==> config.mk <==
export PLATFORM = sky130hd
export DESIGN_NAME = dmem_arbiter
export DESIGN_NICKNAME = d
export VERILOG_FILES = /design/src/rtl/dmem_arbiter_pkg.sv /design/src/rtl/dmem_arbiter_rr_arb2.sv /design/src/rtl/dmem_arbiter.sv
export SDC_FILE = /design/constraint.sdc
export NUM_CORES = 1
export LEC_CHECK = 0
export ABC_AREA = 1
export BUFFER_PORTS_ARGS = -buffer_cell sky130_fd_sc_hd__buf_2
export CAP_MARGIN = 10
export CORE_ASPECT_RATIO = 0.6
export CORE_MARGIN = 3
export CORE_UTILIZATION = 48
export DETAILED_ROUTE_END_ITERATION = 10
export PLACE_DENSITY_LB_ADDON = 0.12
export SLEW_MARGIN = 20
export SYNTH_ARGS = -nofsm -noshare
export SYNTH_HDL_FRONTEND = slang
export SYNTH_SLANG_ARGS = --single-unit
==> constraint.sdc <==
create_clock -name clk -period 1.6 [get_ports clk]
set_input_delay 0.16 -clock clk [delete_from_list [all_inputs] [get_ports clk]]
set_output_delay 0.16 -clock clk [all_outputs]
set_load 0.02 [all_outputs]
==> src/rtl/dmem_arbiter_pkg.sv <==
`default_nettype none
// +--------------------------------------------------------------------------+
// | dmem_arbiter_pkg : shared width, grant ids and FSM encoding for the       |
// | data-memory arbiter.                                            rev 1.0  |
// +--------------------------------------------------------------------------+
package dmem_arbiter_pkg;
  localparam int ADDR_WIDTH = 32;

  localparam logic GNT_A = 1'b0;
  localparam logic GNT_B = 1'b1;

  typedef enum logic [1:0] {
    ST_IDLE   = 2'd0,
    ST_ACCESS = 2'd1,
    ST_DONE   = 2'd2
  } state_t;
endpackage
`default_nettype wire

==> src/rtl/dmem_arbiter_rr_arb2.sv <==
`default_nettype none
// +--------------------------------------------------------------------------+
// | rr_arb2 : 2-way round-robin picker, one-hot combinational grant.          |
// |                                                                 rev 1.0  |
// +--------------------------------------------------------------------------+
module rr_arb2
  import dmem_arbiter_pkg::*;
(
  input  logic [1:0] req,
  input  logic       last_gnt,
  output logic [1:0] gnt
);
  // On a tie the port that did not win last time takes the grant.
  assign gnt[0] = req[0] & (~req[1] | (last_gnt == GNT_B));
  assign gnt[1] = req[1] & (~req[0] | (last_gnt == GNT_A));
endmodule
`default_nettype wire

==> src/rtl/dmem_arbiter.sv <==
`default_nettype none
// +--------------------------------------------------------------------------+
// | dmem_arbiter : shares one data memory between the CPU (A) and a debug     |
// | master (B) with round-robin grants and fixed wait states.       rev 1.0  |
// +--------------------------------------------------------------------------+
module dmem_arbiter
  import dmem_arbiter_pkg::*;
#(
  parameter int MEM_LATENCY = 2,
  parameter int CNT_W       = 4
) (
  input  logic                  clk,
  input  logic                  rst,
  input  logic                  a_req,
  input  logic                  a_we,
  input  logic [ADDR_WIDTH-1:0] a_addr,
  input  logic [ADDR_WIDTH-1:0] a_wdata,
  input  logic                  a_mode,
  output logic                  a_done,
  output logic [ADDR_WIDTH-1:0] a_rdata,
  input  logic                  b_req,
  input  logic                  b_we,
  input  logic [ADDR_WIDTH-1:0] b_addr,
  input  logic [ADDR_WIDTH-1:0] b_wdata,
  input  logic                  b_mode,
  output logic                  b_done,
  output logic [ADDR_WIDTH-1:0] b_rdata,
  output logic                  mem_read,
  output logic                  mem_write,
  output logic [ADDR_WIDTH-1:0] mem_addr,
  output logic [ADDR_WIDTH-1:0] mem_wdata,
  output logic                  mem_mode,
  input  logic [ADDR_WIDTH-1:0] mem_rdata,
  output logic                  cpu_stall
);
  state_t           state, state_nx;
  logic [CNT_W-1:0] cnt;
  logic             winner;
  logic             last_gnt;
  logic             we_q;
  logic [1:0]       gnt;

  rr_arb2 u_arb (
    .req      ({b_req, a_req}),
    .last_gnt (last_gnt),
    .gnt      (gnt)
  );

  always_ff @(posedge clk or negedge rst) begin
    if (!rst) begin
      state     <= ST_IDLE;
      cnt       <= '0;
      winner    <= GNT_A;
      last_gnt  <= GNT_B;
      we_q      <= 1'b0;
      mem_addr  <= '0;
      mem_wdata <= '0;
      mem_mode  <= 1'b0;
      a_rdata   <= '0;
      b_rdata   <= '0;
    end else begin
      state <= state_nx;
      case (state)
        ST_IDLE: begin
          if (|gnt) begin
            cnt <= CNT_W'(MEM_LATENCY - 1);
            if (gnt[1]) begin
              winner    <= GNT_B;
              we_q      <= b_we;
              mem_addr  <= b_addr;
              mem_wdata <= b_wdata;
              mem_mode  <= b_mode;
            end else begin
              winner    <= GNT_A;
              we_q      <= a_we;
              mem_addr  <= a_addr;
              mem_wdata <= a_wdata;
              mem_mode  <= a_mode;
            end
          end
        end
        ST_ACCESS: begin
          if (cnt == '0) begin
            // Stores leave the requester's rdata register untouched.
            if (!we_q) begin
              if (winner == GNT_B) b_rdata <= mem_rdata;
              else                 a_rdata <= mem_rdata;
            end
          end else begin
            cnt <= cnt - CNT_W'(1);
          end
        end
        ST_DONE: last_gnt <= winner;
        default: ;
      endcase
    end
  end

  always_comb begin
    state_nx  = state;
    mem_read  = 1'b0;
    mem_write = 1'b0;
    a_done    = 1'b0;
    b_done    = 1'b0;
    case (state)
      ST_IDLE: if (|gnt) state_nx = ST_ACCESS;
      ST_ACCESS: begin
        mem_read  = ~we_q;
        mem_write = we_q;
        if (cnt == '0) state_nx = ST_DONE;
      end
      ST_DONE: begin
        a_done   = (winner == GNT_A);
        b_done   = (winner == GNT_B);
        state_nx = ST_IDLE;
      end
      default: state_nx = ST_IDLE;
    endcase
  end

  assign cpu_stall = a_req & ~a_done;
endmodule
`default_nettype wire

# Yosys cells after proc, flatten, opt, wreduce, memory -nomap -nowiden
# Cells that the tools add are included.
# totals
regBits	138
in_bits	168
output_inout_bits	134
# op_classes
n_eq_ne	5
bitwise	11
add_sub_neg	1
n_reduce_logical	9
mux	15
# op_table
operator	n
$mux W32	2
$mux W4	2
$pmux W4 S2	1
$reduce_and A4 Y1	2
$mux W1	7
$ne A2 B2 Y1 const B	3
$not A1 Y1	6
$logic_not A4 Y1	1
$mux W2	2
$pmux W2 S2	1
$reduce_and A2 Y1	2
$sub A4 B1 Y4 const B	1
$and A1 B1 Y1	3
$reduce_and A3 Y1	1
$eq A2 B1 Y1 const B	1
$eq A2 B2 Y1 const B	1
$logic_not A2 Y1	1
$or A1 B1 Y1	2
$reduce_bool A2 Y1	1
$reduce_or A2 Y1	1

# Logic depth before layout (Yosys ltp)
# Gate-level depths: netlist of run 1.
# depth
ltp_word	6
ltp_mapped	7

# Hierarchy
# From an unflattened synthesis of run 1, not the netlist that was laid out.
# hier_totals
hier_cells	690
hier_area_um2	5963.2
# by_module_without_submodules
module	seq_area_each_um2	cells_per_inst	n_inst	area_each_um2
dmem_arbiter	3454.6	686	1	5935.7
rr_arb2	0.0	4	1	27.5

# Worst setup path before layout of run 1
# OpenSTA, ideal clock, no wires.
# synth_path
path_kind	register to register
start	register cnt[0]
end	register a_rdata[0]
period_less_slack_ps	1384
path_stages_with_launch	7
setup_ps	121
t_required_ps	1479
path_slack_ps	216
arrival_time_ps	1263
cell_sequence	dfrtp_1 -> inv_1 -> ha_1 -> nand3_1 -> clkbuf_1 -> o21bai_1 -> nand2_1
# synth_via
elab_chain_len	2
# synth_lines
item	line	text
from (decl)	dmem_arbiter.sv:37	logic [CNT_W-1:0] cnt;
from (signal assigned)	dmem_arbiter.sv:66	cnt <= CNT_W'(MEM_LATENCY - 1);
from (signal assigned)	dmem_arbiter.sv:90	cnt <= cnt - CNT_W'(1);
$logic_not A4 Y1	dmem_arbiter.sv:83	if (cnt == '0) begin
$reduce_and A4 Y1 (no line)	-	
to (signal assigned)	dmem_arbiter.sv:87	else a_rdata <= mem_rdata;
to (decl)	dmem_arbiter.sv:20	output logic [ADDR_WIDTH-1:0] a_rdata,
# Every way passes these cells.
# A chain may end at the register's enable or synchronous reset.

# Final worst setup path of run 1
# layout_path
start	register we_q
end	output mem_read
# layout_via
elab_chain_len	2
# layout_lines
item	line	text
from (decl)	dmem_arbiter.sv:40	logic we_q;
from (signal assigned)	dmem_arbiter.sv:69	we_q <= b_we;
from (signal assigned)	dmem_arbiter.sv:75	we_q <= a_we;
$not A1 Y1 (no line)	-	
$mux W1	dmem_arbiter.sv:105	case (state)
to (decl)	dmem_arbiter.sv:28	output logic mem_read,
# Every way passes these cells.

==> results.md, run 1 <==
* Status: completed
* Gr ovfl total at 0
* Die footprint at 16000 µm²
* Largest area contributor in the netlist: dfrtp_1
* CP Max Fanout at 16
* TritonCTS Buffers at 17
* Clock Tree Buf Depth at 2
* Fmax at 0.665 GHz
* Post-place setup slack at 76.2 ps
* Max-slew violations at 0
* Initial antenna violation count at 1
* Routed Antenna Nets at 0
* Synth top cells by count: nand2_1 (280), inv_1 (141), dfrtp_1 (137)
* Initial core utilization at 0.501
* WP data arrival at 1340 ps
* CP required at 1440 ps
* Final TNS setup at 0 ps
* Synth top area share at 0.492
* Static leakage at 5.33 nW
* Total number of vias at 6936
* Layout cells sized above 1 at 0.299
* Worst-Skew Late Latency at 410 ps
* Routed length per instance at 15.1 µm
* Max-slew headroom at 0.719
* Diode count at 0
* Hold slack at 18.6 ps
* Cell count after placement at 1362
* RSZ-0062 raised after global routing: false
* I/O Buffers at 301
* Fin nets at 1396
* Syn_nets at 1080
* Synthesized cell area at 6970 µm²
* R2R setup slack at 120 ps
* Synth top area cells: dfrtp_1 (49%), nand2_1 (15%), inv_1 (7.6%)
* First-pass GRT wire length at 34600 µm
* Skew final at 13.4 ps
* Endpoints failing setup at 0
* Site Rows at 33
* Main synth FF type: dfrtp_1
* Tmin final at 1500 ps
* Worst min path class: in -> reg
* Kind of critical path: reg -> out
* FF-to-FF End: b_rdata[2]
* Layout Cells excl Fill at 1431
* Final Wtd Congestion at 0.834
* Final WL at 21600 µm
* Reg2reg start: cnt[0]
* Drt first pass iters at 4
* Synth warn at 0
* Worst-path clk slew at 70 ps
* Startpoint Class: flop
* Register-to-Register Path Depth at 7
* Worst Tran Pin Value at 421 ps
* CTS tree: done
* Layout area overhead at 40.2%
* Syn Area/Cell at 7.65 µm²
* Worst Setup End Kind: primary output
* Yosys reg bits at 138
* Die Y-Extent at 99.3 µm
* Peak supply drop at 0.00121 V
* Max-cap viol count at 0
* Register area share after synthesis at 0.496
* Async set-reset flop share out of synthesis at 1.00
* Final number of hold-violating endpoints at 0
* Critical path endpoint: mem_read
* H-tree depth at 4
* Number of global-route vias before repair at 6718
* Tcrit/Tclk final at 0.939
* Largest net degree at the start of global routing at 105
* Post-synth EDFFs at 0
* Unique masters post-synth at 19
* Die W at 162 µm
* CORE AREA at 13900 µm²
* PwrDens at 2070 nW/µm²
* Io pins at 302
* Crit path launch: we_q
* 1st-iter DRT viols at 502
* CTS root buffer: clkbuf_16
* DRC at 0
* DP Wirelength at 14500 µm
* Most frequent cell after synthesis: nand2_1
* DR vias/cell at 4.85
* Cells after Synth at 910
* Gr usage total at 0.269
* Sink Count at 138
* Final worst slack at 97.3 ps
[critical path, stage by stage, from the launching register on]
cell	delay, ps
dfrtp_1	390
inv_2	110
nand3_4	110
buf_12	170
inv_2	50
buf_6	100
[power by group]
part	switching, mW	internal [mW]	total [mW]
combinational	6.45	3.42	9.87
clock	1.57	2.52	4.09
sequential	1.01	5.30	6.30
total	9.02	11.2	20.3
[metal layers]
| layer | GRT usage | wire (µm) | up-vias |
|---|---|---|---|
| li1 | - | - | 3470 |
| met1 | 0.366 | 9740 | 3177 |
| met2 | 0.434 | 10100 | 263 |
| met3 | 0.0666 | 1410 | 24 |
| met4 | 0.0727 | 300 | 2 |
| met5 | 0 | 13 | - |
[metrics by stage]
step	total power [mW]	area [µm²]	utilization
6_report	20.3	9760	0.702
5_1_grt	21.7	9760	0.702
4_1_cts	20.2	9720	0.698
3_5_place_dp	15.9	8720	0.627
2_1_floorplan	12.4	6970	-
3_3_place_gp	15.7	8720	0.627
[repair_timing]
action	4_1_cts	5_1_grt
gates resized for setup	7	14
hold buffers	36	0
setup endpoints to repair	1	33
cloned	0	0
endpoints found under the hold margin	201	0
setup buffers	0	1
[final cells by class]
type                    count  area (µm²)
multi-input cells         570        2740
clock buffers              20         447
inverters                 141         529
clock inverters            12         166
fillers                  1177        4150
well taps                 192         240
repair buffers            358        2190
flip-flops and latches    138        3460
[state kept, by name, indices dropped and copies added, names as in the netlist]
signal and count:
a_rdata 32, b_rdata 32, cnt 4, last_gnt 1
mem_addr 32, mem_mode 1, mem_wdata 32, state 2
we_q 1, winner 1
[worst min-delay path by stage]
stage | startpoint | end | slack (ps) | cells past startpoint
floorplan | rst | a_rdata[0] | -140 | 0
global placement | rst | b_rdata[16] | 50 | 1
detailed placement | rst | b_rdata[16] | 50 | 1
CTS | a_addr[30] | mem_addr[30] | 3 | 3
global route | a_addr[20] | mem_addr[20] | 2 | 3
finish | a_wdata[26] | mem_wdata[26] | 20 | 3
[cells in the final DEF (no fill, tap or decap), drive strengths merged]
cell,netlist,final
xor2,1,1
clkinvlp,0,4
a21oi,66,66
nand3b,1,1
nand2,280,280
o21bai,64,64
nand3,75,75
dfstp,1,1
nor2,11,11
dfrtp,137,137
dlygate4sd3,0,36
ha,2,2
bufinv,0,3
clkinv,0,3
clkbuf,30,20
o21ai,70,70
buf,31,322
inv,141,143
[cell families (layout without fill, tap and decap cells)]
family	count (synthesis)	count (layout)	synth area share
XOR/XNOR	1	1	0.00126
buffers and inverters	202	531	0.118
flip-flops	138	138	0.496
adder cells (fa/ha/maj)	2	2	0.00359
AND/OR/NAND/NOR	367	367	0.214
AO/OA/AOI/OAI	200	200	0.167
Note: power is estimated with default switching activity, not from simulation.
==> inputs of run 2 (changes only) <==
- CORE_UTILIZATION: 48 -> 52
- clock period: 1.6 -> 1.9 ns (I/O delays scaled with it)
==> results.md, run 2 (synthesized netlist as in run 1, its figures left out) <==
* Drt first pass iters at 5 (+1)
* FF-to-FF End: b_rdata[10]
* First-pass GRT wire length at 31700 µm (-8.2%)
* Final TNS setup at 0 ps (unchanged)
* Final number of hold-violating endpoints at 0 (unchanged)
* R2R setup slack at 410 ps (+290 ps)
* Site Rows at 32 (-3.0%)
* Tcrit/Tclk final at 0.904
* Die W at 155 µm (-3.8%)
* PwrDens at 1780 nW/µm² (-14%)
* Final core occ at 0.726 (+0.0240)
* Reg2reg start: cnt[0]
* CORE AREA at 13000 µm² (-6.8%)
* Fillers at 1093 (-7.1%)
* Layout cells sized above 1 at 0.294 (-0.00466)
* Min-delay src: mem_rdata[4]
* Die footprint at 14900 µm² (-7.3%)
* Worst Setup End Kind: primary output
* CTS root buffer: clkbuf_16
* Number of global-route vias before repair at 6296 (-6.3%)
* Hold slack at 4.22 ps (-14.4 ps)
* CTS tree: done
* Commonest non-fill, non-tap cells in the layout: buf_2 (299), nand2_1 (279), inv_1 (141), dfrtp_1 (137), nand3_1 (75)
* Layout area overhead at 35.2%
* Peak supply drop at 0.00108 V (-11%)
* Max-slew headroom at 0.502 (-0.217)
* Hold Crit Endpoint: b_rdata[4]
* TritonCTS Buffers at 17 (unchanged)
* Gr usage total at 0.265 (-0.00353)
* DRC at 0 (unchanged)
* Worst min path class: in -> reg
* Fmax at 0.582 GHz
* Fin nets at 1370 (-1.9%)
* Final WL at 20300 µm (-5.8%)
* Clock Tree Buf Depth at 2 (unchanged)
* Io pins at 302 (unchanged)
* Startpoint Class: flop
* 1st-iter DRT viols at 470 (-6.4%)
* Static leakage at 5.22 nW (-2.1%)
* DR vias/cell at 5.01 (+3.4%)
* Die Y-Extent at 95.7 µm (-3.7%)
* Sink Count at 138 (unchanged)
* Worst-path clk slew at 60 ps (about the same)
* Largest net degree at the start of global routing at 75 (-29%)
* Hold path depth at 3 (unchanged)
* H-tree depth at 4 (unchanged)
* Status: completed
* Multi-input logic area at 2710 µm² (-0.96%)
* Max-slew violations at 0 (unchanged)
* RSZ-0062 raised after global routing: false
* CP required at 1710 ps (+270 ps)
* Worst-Skew Late Latency at 410 ps (about the same)
* Initial core utilization at 0.537 (+0.0364)
* Register area at 3450 µm² (about the same)
* CP Max Fanout at 33 (+17)
* Worst Tran Pin Value at 744 ps (+323 ps)
* Routed Antenna Nets at 0 (unchanged)
* Skew final at 11.3 ps (-2.11 ps)
* WP data arrival at 1530 ps (+190 ps)
* Diode count at 0 (unchanged)
* Final Wtd Congestion at 0.841 (+0.91%)
* Routed length per instance at 14.7 µm (-2.4%)
* Max-cap viol count at 0 (unchanged)
* Initial antenna violation count at 1 (unchanged)
* Endpoints failing setup at 0 (unchanged)
* I/O Buffers at 301 (unchanged)
* DP Wirelength at 14200 µm (-1.6%)
* # Post-CTS Setup Buffers at 0 (unchanged)
* Total number of vias at 6920 (-0.23%)
* Kind of critical path: reg -> out
* Register-to-Register Path Depth at 7 (unchanged)
* Tmin final at 1720 ps
* Commonest non-fill, non-tap cell in the layout: buf_2
* Gr ovfl total at 0 (unchanged)
==> run 2: cell count changes in the layout (fill, tap and decap cells not counted), sizes merged <==
cell / previous run / this run
inv: 143 / 141
bufinv: 3 / 4
clkinvlp: 4 / 2
clkinv: 3 / 5
buf: 322 / 319
clkbuf: 20 / 19
dlygate4sd3: 36 / 13
==> run 2: report_power, final <==
part | internal [mW] | switching (mW)
Sequential | 4.46 | 0.846
Clock | 2.25 | 1.24
Combinational | 2.73 | 5.28
Total | 9.44 | 7.36
==> run 2: layout make-up <==
class                      count  share of cell area
tap                          170              0.0226
sequential                   138               0.367
multi-input combinational    570               0.288
timing repair buffer         332               0.200
inverter                     141              0.0562
clock buffer                  19              0.0481
clock inverter                11              0.0182
==> run 2: critical path, cell delays in order, from the launching register on <==
cell,delay (ps)
dfrtp_1,370
inv_1,90
nand3_1,130
buf_6,290
inv_1,60
buf_2,160
==> run 2: through the flow <==
stage | setup slack [ps] | instances | power [mW] | area [µm²]
2_1_floorplan | 516 | 910 | 10.4 | 6970
3_3_place_gp | 440 | 1338 | 13.1 | 8660
3_5_place_dp | 375 | 1338 | 13.3 | 8660
4_1_cts | 88.1 | 1380 | 16.9 | 9400
5_1_grt | 80.1 | 1381 | 18.0 | 9410
6_report | 183 | 1381 | 16.8 | 9410
==> run 2: per-layer routing <==
layer	global-route usage	wire length (µm)	vias up
li1	-	-	3423
met4	0.0655	240	2
met1	0.369	8980	3225
met3	0.0594	1400	22
met2	0.427	9720	248
met5	0	7	-
==> run 2: what timing repair did <==
action | CTS | global route
hold buffers | 12 | 1
resized for setup | 0 | 1
endpoints found under the setup margin | 0 | 1
endpoints found under the hold margin | 52 | 1
==> run 2: worst max path at each step <==
stage | start | end | slack, ps
2_1_floorplan | cnt[0] | a_rdata[0] | 520
3_3_place_gp | b_req | mem_wdata[4] | 440
3_5_place_dp | b_req | mem_addr[7] | 380
4_1_cts | state[1] | mem_read | 90
5_1_grt | we_q | mem_read | 80
6_report | state[1] | mem_read | 180
